--- src/rtl/riscv_pkg.sv ---
// Shared definitions for the execute/memory boundary: memory-handshake FSM
// states, ALU_Control opcodes and the default memory timeout.
package riscv_pkg;

  // Memory-handshake FSM states; ACCESS means a data-memory request is open.
  typedef enum logic {
    IDLE   = 1'b0,
    ACCESS = 1'b1
  } mem_state_t;

  // Cycles an access may wait for Mem_Ready before it is abandoned.
  localparam int DEFAULT_TIMEOUT_CYCLES = 255;

  // ALU_Control opcodes produced by the ALU decoder.
  localparam logic [3:0] ALU_AND = 4'b0000;
  localparam logic [3:0] ALU_OR  = 4'b0001;
  localparam logic [3:0] ALU_ADD = 4'b0010;
  localparam logic [3:0] ALU_SUB = 4'b0110;
  localparam logic [3:0] ALU_SLT = 4'b0111;
  localparam logic [3:0] ALU_NOR = 4'b1100;

  // Word accesses need the two low address bits clear.
  function automatic logic is_word_aligned(input logic [1:0] low_bits);
    return low_bits == 2'b00;
  endfunction

endpackage

--- src/rtl/mem_handshake.sv ---
// Data-memory request FSM with access timeout.
//
// Handshake: a request opens on start (IDLE only) and Mem_Req rises the next
// cycle. While Mem_Req=1, Mem_Addr/Mem_WData/Mem_We are held constant. The
// access completes in the cycle Mem_Ready=1 is seen with Mem_Req=1 (complete
// pulses combinationally in that cycle); Mem_Ready with no open request is
// ignored. With no Mem_Ready for TIMEOUT_CYCLES ACCESS cycles the request is
// dropped and Mem_Err latches until reset.
module mem_handshake
  import riscv_pkg::*;
#(
  parameter int TIMEOUT_CYCLES = DEFAULT_TIMEOUT_CYCLES
) (
  input  logic        clk,
  input  logic        reset,
  input  logic        start,
  input  logic        start_we,
  input  logic [31:0] start_addr,
  input  logic [31:0] start_wdata,
  input  logic        Mem_Ready,
  output logic        Mem_Req,
  output logic        Mem_We,
  output logic [31:0] Mem_Addr,
  output logic [31:0] Mem_WData,
  output logic        Mem_Err,
  output logic        complete,
  output logic        fsm_state
);

  // Counter value seen in the last permitted ACCESS cycle.
  localparam logic [7:0] LAST_WAIT = 8'(TIMEOUT_CYCLES - 1);

  mem_state_t state;
  logic [7:0] wait_cnt;

  assign fsm_state = state;
  assign complete  = (state == ACCESS) && Mem_Ready;

  // FSM, timeout counter and registered memory-side outputs.
  always_ff @(posedge clk) begin
    if (reset) begin
      state     <= IDLE;
      wait_cnt  <= 8'd0;
      Mem_Req   <= 1'b0;
      Mem_We    <= 1'b0;
      Mem_Addr  <= 32'd0;
      Mem_WData <= 32'd0;
      Mem_Err   <= 1'b0;
    end else begin
      case (state)
        IDLE: begin
          if (start) begin
            state     <= ACCESS;
            wait_cnt  <= 8'd0;
            Mem_Req   <= 1'b1;
            Mem_We    <= start_we;
            Mem_Addr  <= start_addr;
            Mem_WData <= start_wdata;
          end
        end
        ACCESS: begin
          if (Mem_Ready) begin
            state   <= IDLE;
            Mem_Req <= 1'b0;
            Mem_We  <= 1'b0;
          end else if (wait_cnt == LAST_WAIT) begin
            state    <= IDLE;
            Mem_Req  <= 1'b0;
            Mem_We   <= 1'b0;
            Mem_Err  <= 1'b1;
            wait_cnt <= wait_cnt + 8'd1;
          end else begin
            wait_cnt <= wait_cnt + 8'd1;
          end
        end
        default: state <= IDLE;
      endcase
    end
  end

endmodule

--- src/rtl/ex_mem_stage.sv ---
// EX/MEM pipeline stage: accepts one instruction per cycle from execute,
// launches data-memory accesses, resolves branches/jumps and produces the
// writeback record. Upstream transfer happens on EX_Valid & ~Stall & ~Flush;
// anything presented while Flush=1 is the wrong path and is dropped.
module ex_mem_stage
  import riscv_pkg::*;
#(
  parameter int TIMEOUT_CYCLES = DEFAULT_TIMEOUT_CYCLES
) (
  input  logic        clk,
  input  logic        reset,
  input  logic        EX_Valid,
  input  logic [31:0] ALU_Result,
  input  logic        Zero,
  input  logic [31:0] RD2,
  input  logic [4:0]  Rd_Addr,
  input  logic        Reg_Write,
  input  logic        Mem_Read,
  input  logic        Mem_Write,
  input  logic        Branch,
  input  logic        Branch_Ne,
  input  logic        Jump,
  input  logic [31:0] PC_Target,
  output logic        Mem_Req,
  output logic        Mem_We,
  output logic [31:0] Mem_Addr,
  output logic [31:0] Mem_WData,
  input  logic        Mem_Ready,
  input  logic [31:0] Mem_RData,
  output logic        WB_Valid,
  output logic        WB_Reg_Write,
  output logic [4:0]  WB_Rd,
  output logic [31:0] WB_Data,
  output logic        Stall,
  output logic        PC_Src,
  output logic        Flush,
  output logic [31:0] PC_Next,
  output logic        Mem_Err,
  output logic        Misaligned
);

  logic accept;
  logic is_mem;
  logic aligned;
  logic taken;
  logic mem_start;
  logic mem_complete;
  logic fsm_state;

  // Register context for the access in flight, used when it completes.
  logic [4:0] pend_rd;
  logic       pend_rw;
  logic       pend_load;

  assign accept    = EX_Valid && !Stall && !Flush;
  assign is_mem    = Mem_Read || Mem_Write;
  assign aligned   = is_word_aligned(ALU_Result[1:0]);
  assign taken     = Jump || (Branch && (Branch_Ne ? !Zero : Zero));
  assign mem_start = accept && is_mem && aligned;
  assign Stall     = (fsm_state == 1'(ACCESS));

  // Mem_Write wins when both memory bits are set, so the access is a store.
  mem_handshake #(
    .TIMEOUT_CYCLES(TIMEOUT_CYCLES)
  ) u_mem_handshake (
    .clk        (clk),
    .reset      (reset),
    .start      (mem_start),
    .start_we   (Mem_Write),
    .start_addr (ALU_Result),
    .start_wdata(RD2),
    .Mem_Ready  (Mem_Ready),
    .Mem_Req    (Mem_Req),
    .Mem_We     (Mem_We),
    .Mem_Addr   (Mem_Addr),
    .Mem_WData  (Mem_WData),
    .Mem_Err    (Mem_Err),
    .complete   (mem_complete),
    .fsm_state  (fsm_state)
  );

  // Writeback record: non-memory results one cycle after accept, memory
  // results one cycle after completion; the pending context is captured at launch.
  always_ff @(posedge clk) begin
    if (reset) begin
      WB_Valid     <= 1'b0;
      WB_Reg_Write <= 1'b0;
      WB_Rd        <= 5'd0;
      WB_Data      <= 32'd0;
      pend_rd      <= 5'd0;
      pend_rw      <= 1'b0;
      pend_load    <= 1'b0;
    end else begin
      WB_Valid     <= 1'b0;
      WB_Reg_Write <= 1'b0;
      if (mem_complete) begin
        WB_Valid     <= 1'b1;
        WB_Reg_Write <= pend_rw;
        WB_Rd        <= pend_rd;
        if (pend_load) begin
          WB_Data <= Mem_RData;
        end
      end else if (accept && !is_mem) begin
        WB_Valid     <= 1'b1;
        WB_Reg_Write <= Reg_Write;
        WB_Rd        <= Rd_Addr;
        WB_Data      <= ALU_Result;
      end
      if (mem_start) begin
        pend_rd   <= Rd_Addr;
        pend_rw   <= Reg_Write && !Mem_Write;
        pend_load <= !Mem_Write;
      end
    end
  end

  // Redirect for one cycle after a taken branch/jump, plus sticky misalignment flag.
  always_ff @(posedge clk) begin
    if (reset) begin
      PC_Src     <= 1'b0;
      Flush      <= 1'b0;
      PC_Next    <= 32'd0;
      Misaligned <= 1'b0;
    end else begin
      PC_Src  <= accept && taken;
      Flush   <= accept && taken;
      PC_Next <= (accept && taken) ? PC_Target : 32'd0;
      if (accept && is_mem && !aligned) begin
        Misaligned <= 1'b1;
      end
    end
  end

endmodule
--- config.mk ---
export PLATFORM = sky130hd
export DESIGN_NAME = ex_mem_stage
export DESIGN_NICKNAME = d
export VERILOG_FILES = /design/src/rtl/riscv_pkg.sv /design/src/rtl/mem_handshake.sv /design/src/rtl/ex_mem_stage.sv
export SDC_FILE = /design/constraint.sdc
export NUM_CORES = 1
export LEC_CHECK = 0
export CORE_MARGIN = 5
export CORE_UTILIZATION = 35
export DETAILED_ROUTE_END_ITERATION = 10
export MAX_ROUTING_LAYER = met4
export PLACE_DENSITY = 0.79
export SLEW_MARGIN = 25
export SYNTH_ARGS = -nofsm -noshare
export SYNTH_HDL_FRONTEND = slang
export SYNTH_SLANG_ARGS = --single-unit
export TNS_END_PERCENT = 100
--- constraint.sdc ---
create_clock -name clk -period 3.9 [get_ports clk]
set_input_delay 1.17 -clock clk [delete_from_list [all_inputs] [get_ports clk]]
set_output_delay 1.17 -clock clk [all_outputs]
set_load 0.02 [all_outputs]
==> results of run 1 <==
[through the flow]
stage	area, µm²	setup slack, ps	hold WS (ps)	power (mW)	util
detailed placement	9648	659.7	451.9	2.295	0.5141
finish	10210	1106	458.1	3.829	0.5439
CTS	10210	1100	460.3	3.864	0.5438
global route	10210	959.7	484.8	3.980	0.5438
global placement	9648	703.4	445.0	2.290	0.5141
floorplan	6706	1569	443.4	1.977	-
[layer usage]
| metal | vias up | share of wire | GRT usage |
|---|---|---|---|
| li1 | 3225 | - | - |
| met1 | 3195 | 0.43 | 0.2610 |
| met2 | 250 | 0.49 | 0.3348 |
| met3 | 22 | 0.062 | 0.04083 |
| met4 | 0 | 0.015 | 0.05774 |
| met5 | - | 0 | - |
[worst paths after layout]
kind                            slack, ps                           end  cells past startpoint
worst min-delay path                  460                   WB_Data[24]                      2
worst min register to register        460                   WB_Data[24]                      2
worst max-delay path                 1110  u_mem_handshake.Mem_Addr[24]                      6
worst max register to register       1610   u_mem_handshake.Mem_Addr[5]                      5
[placed cells by master (no fill, tap or decap), drive strengths merged, types with 34 or more instances in the layout]
master           n
o31ai           76
nand4           70
dfxtp          156
nand2           38
mux2i           38
and3            34
clkdlybuf4s50  283
o21ai           35
a21oi           75
[layout make-up]
type	count	area (µm²)
flip-flops and latches	156	3124
diodes	1	2.502
multi-input cells	485	3209
fillers	1714	8559
clock inverters	15	132.6
repair buffers	304	3010
clock buffers	17	425.4
well taps	234	292.8
inverters	3	11.26
[cell usage after synthesis, types with 2 or more instances]
cell,count,share of area
nor2_1,8,0.0045
nand3_1,6,0.0045
dfxtp_1,156,0.47
or4_1,2,0.0022
o211ai_1,2,0.0022
and3_1,34,0.032
nand4_1,70,0.065
nand2b_1,2,0.0019
o21ai_0,30,0.022
a31oi_1,2,0.0019
o2111ai_1,5,0.0065
ha_1,2,0.0037
o31ai_1,75,0.084
inv_1,3,0.0017
a21boi_0,32,0.036
a21oi_1,75,0.056
nand2_1,38,0.021
o21ai_1,5,0.0037
nor3_1,4,0.0030
xor2_1,2,0.0026
buf_2,14,0.010
nor2b_1,3,0.0028
or2_2,2,0.0019
mux2i_1,38,0.057
o311ai_0,2,0.0026
clkbuf_1,72,0.040
buf_6,5,0.0084
nor3b_1,33,0.037
[worst max-delay path: cells and delay by family]
family                 cells  cell delay [ps]
buffers and inverters      3             1300
and+or+nand+nor            2              510
AOI/OAI and AO/OA          1              150
[kinds of logic after synthesis]
family | count (synthesis) | synth area share
XOR/XNOR | 2 | 0.002612
AND/OR/NAND/NOR | 207 | 0.1823
AO/OA/AOI/OAI | 235 | 0.2248
buffers and inverters | 96 | 0.06250
adder cells (fa/ha/maj) | 2 | 0.003731
flip-flops | 156 | 0.4657
multiplexers | 39 | 0.05839
[state kept, by name, summed over array words and instances (netlist names), 5 cells and up]
signal and cells:
u_mem_handshake.Mem_Addr 32, u_mem_handshake.wait_cnt 8, u_mem_handshake.Mem_WData 32, WB_Rd 5
PC_Next 32, pend_rd 5, WB_Data 32
[power groups by stage]
stage               Clock (mW)  Sequential (mW)  Combinational (mW)
finish                    1.57             1.66               0.593
global route              1.68             1.67               0.633
CTS                       1.60             1.67               0.596
detailed placement           0             1.70               0.594
global placement             0             1.70               0.590
floorplan                    0             1.76               0.221
==> impl_metrics.toml, run 1 <==
[clocking]
cts_setup_buffers = 0
cts_buffers = 17
cts.sinks = 156
clockBufferDepth = 2
h-tree-depth = 4
clkLatencyLatePin_ps = 420
cts-root-buf = "clkbuf_16"
ctsHoldBuffers = 0
cts_tree = "yes"
clkSlewWorstSetupHoldPaths_ps = 70
ctsResizeCount = 0

[pwr]
p_int_mw = 2.757
leakagePower_nw = 3.745
p_seq_frac = 0.435
power_density_nw_per_um2 = 375.0
p_sw_frac = 0.2798
ir_worst_vdd_v = 0.0002963
combPwrFrac = 0.155
clockPowerShare = 0.410
switchingPower_mw = 1.071

[worst_setup_path]
cp_max_fo = 31
critical_path_class = "in2reg"
crit_chain = "clkdlybuf4s50_1, nor3b_2, buf_4, buf_4, nand4_1, a21oi_1"
cp-end-kind = "flip-flop"
crit_path_start_kind = "input port"
cp_slowest_cell = "clkdlybuf4s50_1"
critPathMaxStageDelay_ps = 510
arrival_ps = 3140
reg2reg_from = "u_mem_handshake.fsm_state"
crit_required_ps = 4240
crit_start = "EX_Valid"
path_common_cell = "buf_4"

[timing]
fmax_mhz = 357.9
hold_viol = 0
fin_crit_ps = 2794
relSlewSlack = 0.4073
skew_ps = 11.85
final.period_utilization = 0.7164
slew_viol_final = 0
rsz0062_at_grt = "no"
finalSetupViolCount = 0
setup_tns_ps = 0
max_slew.worst_pin.slew_ps = 889.0

[job]
drv_cap = 0

[outcome]
outcome = "finished, final reports clean"

[placement]
io_buffers = 285
hpwl_um = 16140
globalplace.congestion = 0.8372
dp.cells = 1182

[route]
drtIter0Drc = 387
routedWlPerCell_um = 19.13
num_vias = 6692
drc = 0
dr.pass1.iters = 4
viasPerCell = 5.508
wl_um = 23250
ant_nets = 0

[synthesis]
synth_flop_cell = "dfxtp_1"
syn_nets = 883
synth_area_um2 = 6706
async_flop_share = 0
synth_edf_count = 0
syn_inst = 737
ys_seq_area_frac = 0.4657
synth_area_per_cell_um2 = 9.100
yosys_warnings = 0
ys_ff_latch = 156
synth.distinct_cells = 43

[worst_hold_path]
hold_class = "reg2reg"
hp-start = "WB_Data[24]"

[floorplanning]
coreArea_um2 = 18770
die_area_um2 = 22030
dieHeight_um = 148.4
rows = 50
start_util = 0.3573
die_width_um = 148.4
num_io_pins = 286

[global_routing]
grt_antenna_before_repair = 0
grt_overflow = 0
first_global_vias = 6235
grt_max_degree = 73
track_usage = 0.2056
grt_pass1_wl_um = 35110

[finish]
final_cells = 1215
fin_nets = 1113
area_growth_pct = 52.22
layout-drive-gt1-share = 0.06837
No activity file was read; power rests on OpenSTA's default activity.
==> run 2, diff against run 1 <==
--- a/config.mk
+++ b/config.mk
@@ -9,7 +9,7 @@
 export CORE_UTILIZATION = 35
 export DETAILED_ROUTE_END_ITERATION = 10
 export MAX_ROUTING_LAYER = met4
-export PLACE_DENSITY = 0.79
+export PLACE_DENSITY = 0.82
 export SLEW_MARGIN = 25
 export SYNTH_ARGS = -nofsm -noshare
 export SYNTH_HDL_FRONTEND = slang
==> constraint.sdc (replaced) <==
create_clock -name clk -period 2.3 [get_ports clk]
set_input_delay 0.69 -clock clk [delete_from_list [all_inputs] [get_ports clk]]
set_output_delay 0.69 -clock clk [all_outputs]
set_load 0.02 [all_outputs]
==> run 2 against run 1 <==
Combinational power increased by 79%; sequential cell count unchanged; power increased by 76%; global-route usage increased by 0.24 points; worst hold slack improved by 2.1 ps; largest power group is now clock.
==> impl_metrics.toml, run 2 (synthesized netlist as in run 1, its figures left out) <==
[timing]
fin_ws_ps = 95.86
fin_crit_ps = 2204
relSlewSlack = 0.6119
final.period_utilization = 0.9583
fmax_mhz = 453.7
rsz0062_at_grt = "no"
slew_viol_final = 0
hold_viol = 0
finalSetupViolCount = 0
holdWs_ps = 460.2
skew_ps = 7.204
max_slew.worst_pin.slew_ps = 582.1

[worst_hold_path]
hp-start = "WB_Data[22]"
min_to = "WB_Data[22]"
hold_class = "reg2reg"
holdPathStages = 2

[placement]
dp.cells = 1204
globalplace.congestion = 0.8740
hpwl_um = 16800
preCtsSetupSlack_ps = -134.4
io_buffers = 285

[finish]
fin_util = 0.5600
fin_nets = 1135
layout-drive-gt1-share = 0.08882
antenna_cells = 0
area_growth_pct = 56.72
final_cells = 1236
final_cell_mix = "283 x clkdlybuf4s50_1, 155 x dfxtp_1, 75 x o31ai_1, 74 x a21oi_1, 70 x nand4_1"
mostFrequentLayoutCell = "clkdlybuf4s50_1"

[global_routing]
grt_pass1_wl_um = 36020
grt_max_degree = 52
grt_overflow = 0
first_global_vias = 6625
track_usage = 0.2080
grt_antenna_before_repair = 0

[worst_setup_path]
r2r_setup_slack_ps = 610
cp_num_buf_inv = 1
crit_required_ps = 1610
critPathMaxStageDelay_ps = 660
worstRegToRegCells = 5
cp_top_family = "buffers and inverters"
crit_path_start_kind = "flip-flop"
crit_chain = "clkdlybuf4s50_1"
arrival_ps = 1510
critical_path_class = "reg2out"
cp-end-kind = "output port"
cp_slowest_cell = "clkdlybuf4s50_1"
reg2reg_from = "u_mem_handshake.fsm_state"
rr_endpoint = "WB_Rd[1]"
cp_max_fo = 4

[route]
dr.pass1.iters = 5
top_layer = "met4"
routedWlPerCell_um = 18.78
drc = 0
num_vias = 6785
ant_nets = 0
drtIter0Drc = 397
wl_um = 23210
met3_length_um = 1466
wl_met1_um = 10110
wl_met2_um = 10970
viasPerCell = 5.489

[outcome]
outcome = "finished, final reports clean"

[floorplanning]
die_area_um2 = 22030
die_width_um = 148.4
dieHeight_um = 148.4
num_io_pins = 286
start_util = 0.3573
rows = 50
coreArea_um2 = 18770

[pwr]
switchingPower_mw = 1.892
power_density_nw_per_um2 = 642.6
p_int_mw = 4.862
combPwrFrac = 0.157
ir_worst_vdd_v = 0.0005037
p_seq_frac = 0.418
p_sw_frac = 0.2802
clockPowerShare = 0.425
leakagePower_nw = 3.915

[clocking]
cts_setup_buffers = 0
clkSlewWorstSetupHoldPaths_ps = 70
cts_tree = "yes"
clockBufferDepth = 2
ctsResizeCount = 0
ctsHoldBuffers = 0
clkLatencyLatePin_ps = 420
cts-root-buf = "clkbuf_16"
h-tree-depth = 4
cts.sinks = 156
cts_buffers = 17

[job]
drv_cap = 0
-- run 2: cell count changes in the layout (fill, tap and decap cells not counted), sizes merged --
cell / previous run / this run
buf: 21 / 43
clkinv: 5 / 2
inv: 9 / 14
diode: 1 / 0
clkinvlp: 4 / 1
bufinv: 0 / 1
-- run 2: power by group through the flow --
stage	Sequential (mW)	Clock, mW	Combinational, mW
after floorplan	2.98	0	0.375
after global placement	2.88	0	1.05
after detailed placement	2.89	0	1.05
after CTS	2.82	2.93	1.06
after global routing	2.83	3.05	1.13
final	2.82	2.87	1.06
-- run 2: worst max-delay path by stage --
stage             start                           to  cells past startpoint
2_1_floorplan  EX_Valid  u_mem_handshake.wait_cnt[7]                      4
3_3_place_gp   EX_Valid                  PC_Next[18]                      6
3_5_place_dp   EX_Valid                  PC_Next[14]                      6
4_1_cts           Flush                       PC_Src                      1
5_1_grt           Flush                        Flush                      1
6_report          Flush                       PC_Src                      1
-- run 2: routing by layer --
layer  global-route usage  up-vias
li1                     -     3267
met1               0.2651     3222
met2               0.3262      250
met3              0.04479       46
met4              0.07621        0
met5                    -        -
-- run 2: per-stage QoR --
stage / setup TNS (ps) / area [µm²] / total power [mW]
2_1_floorplan: 0 / 6706 / 3.353
3_3_place_gp: -1678 / 9916 / 3.929
3_5_place_dp: -4933 / 9916 / 3.941
4_1_cts: 0 / 10510 / 6.810
5_1_grt: 0 / 10510 / 7.016
6_report: 0 / 10510 / 6.754
-- run 2: layout make-up --
type,instances,area (µm²)
Fill cell,1655,8258
Timing Repair Buffer,326,3278
Multi-Input combinational cell,485,3209
Sequential cell,156,3124
Clock buffer,17,425.4
Tap cell,234,292.8
Clock inverter,15,168.9
Inverter,3,11.26
==> run 3, diff against run 2 <==
--- a/config.mk
+++ b/config.mk
@@ -10,6 +10,7 @@
 export DETAILED_ROUTE_END_ITERATION = 10
 export MAX_ROUTING_LAYER = met4
 export PLACE_DENSITY = 0.82
+export SKIP_CTS_REPAIR_TIMING = 1
 export SLEW_MARGIN = 25
 export SYNTH_ARGS = -nofsm -noshare
 export SYNTH_HDL_FRONTEND = slang
==> results of run 3 <==
The final DEF is identical to that of run 2; final timing and power are the same.
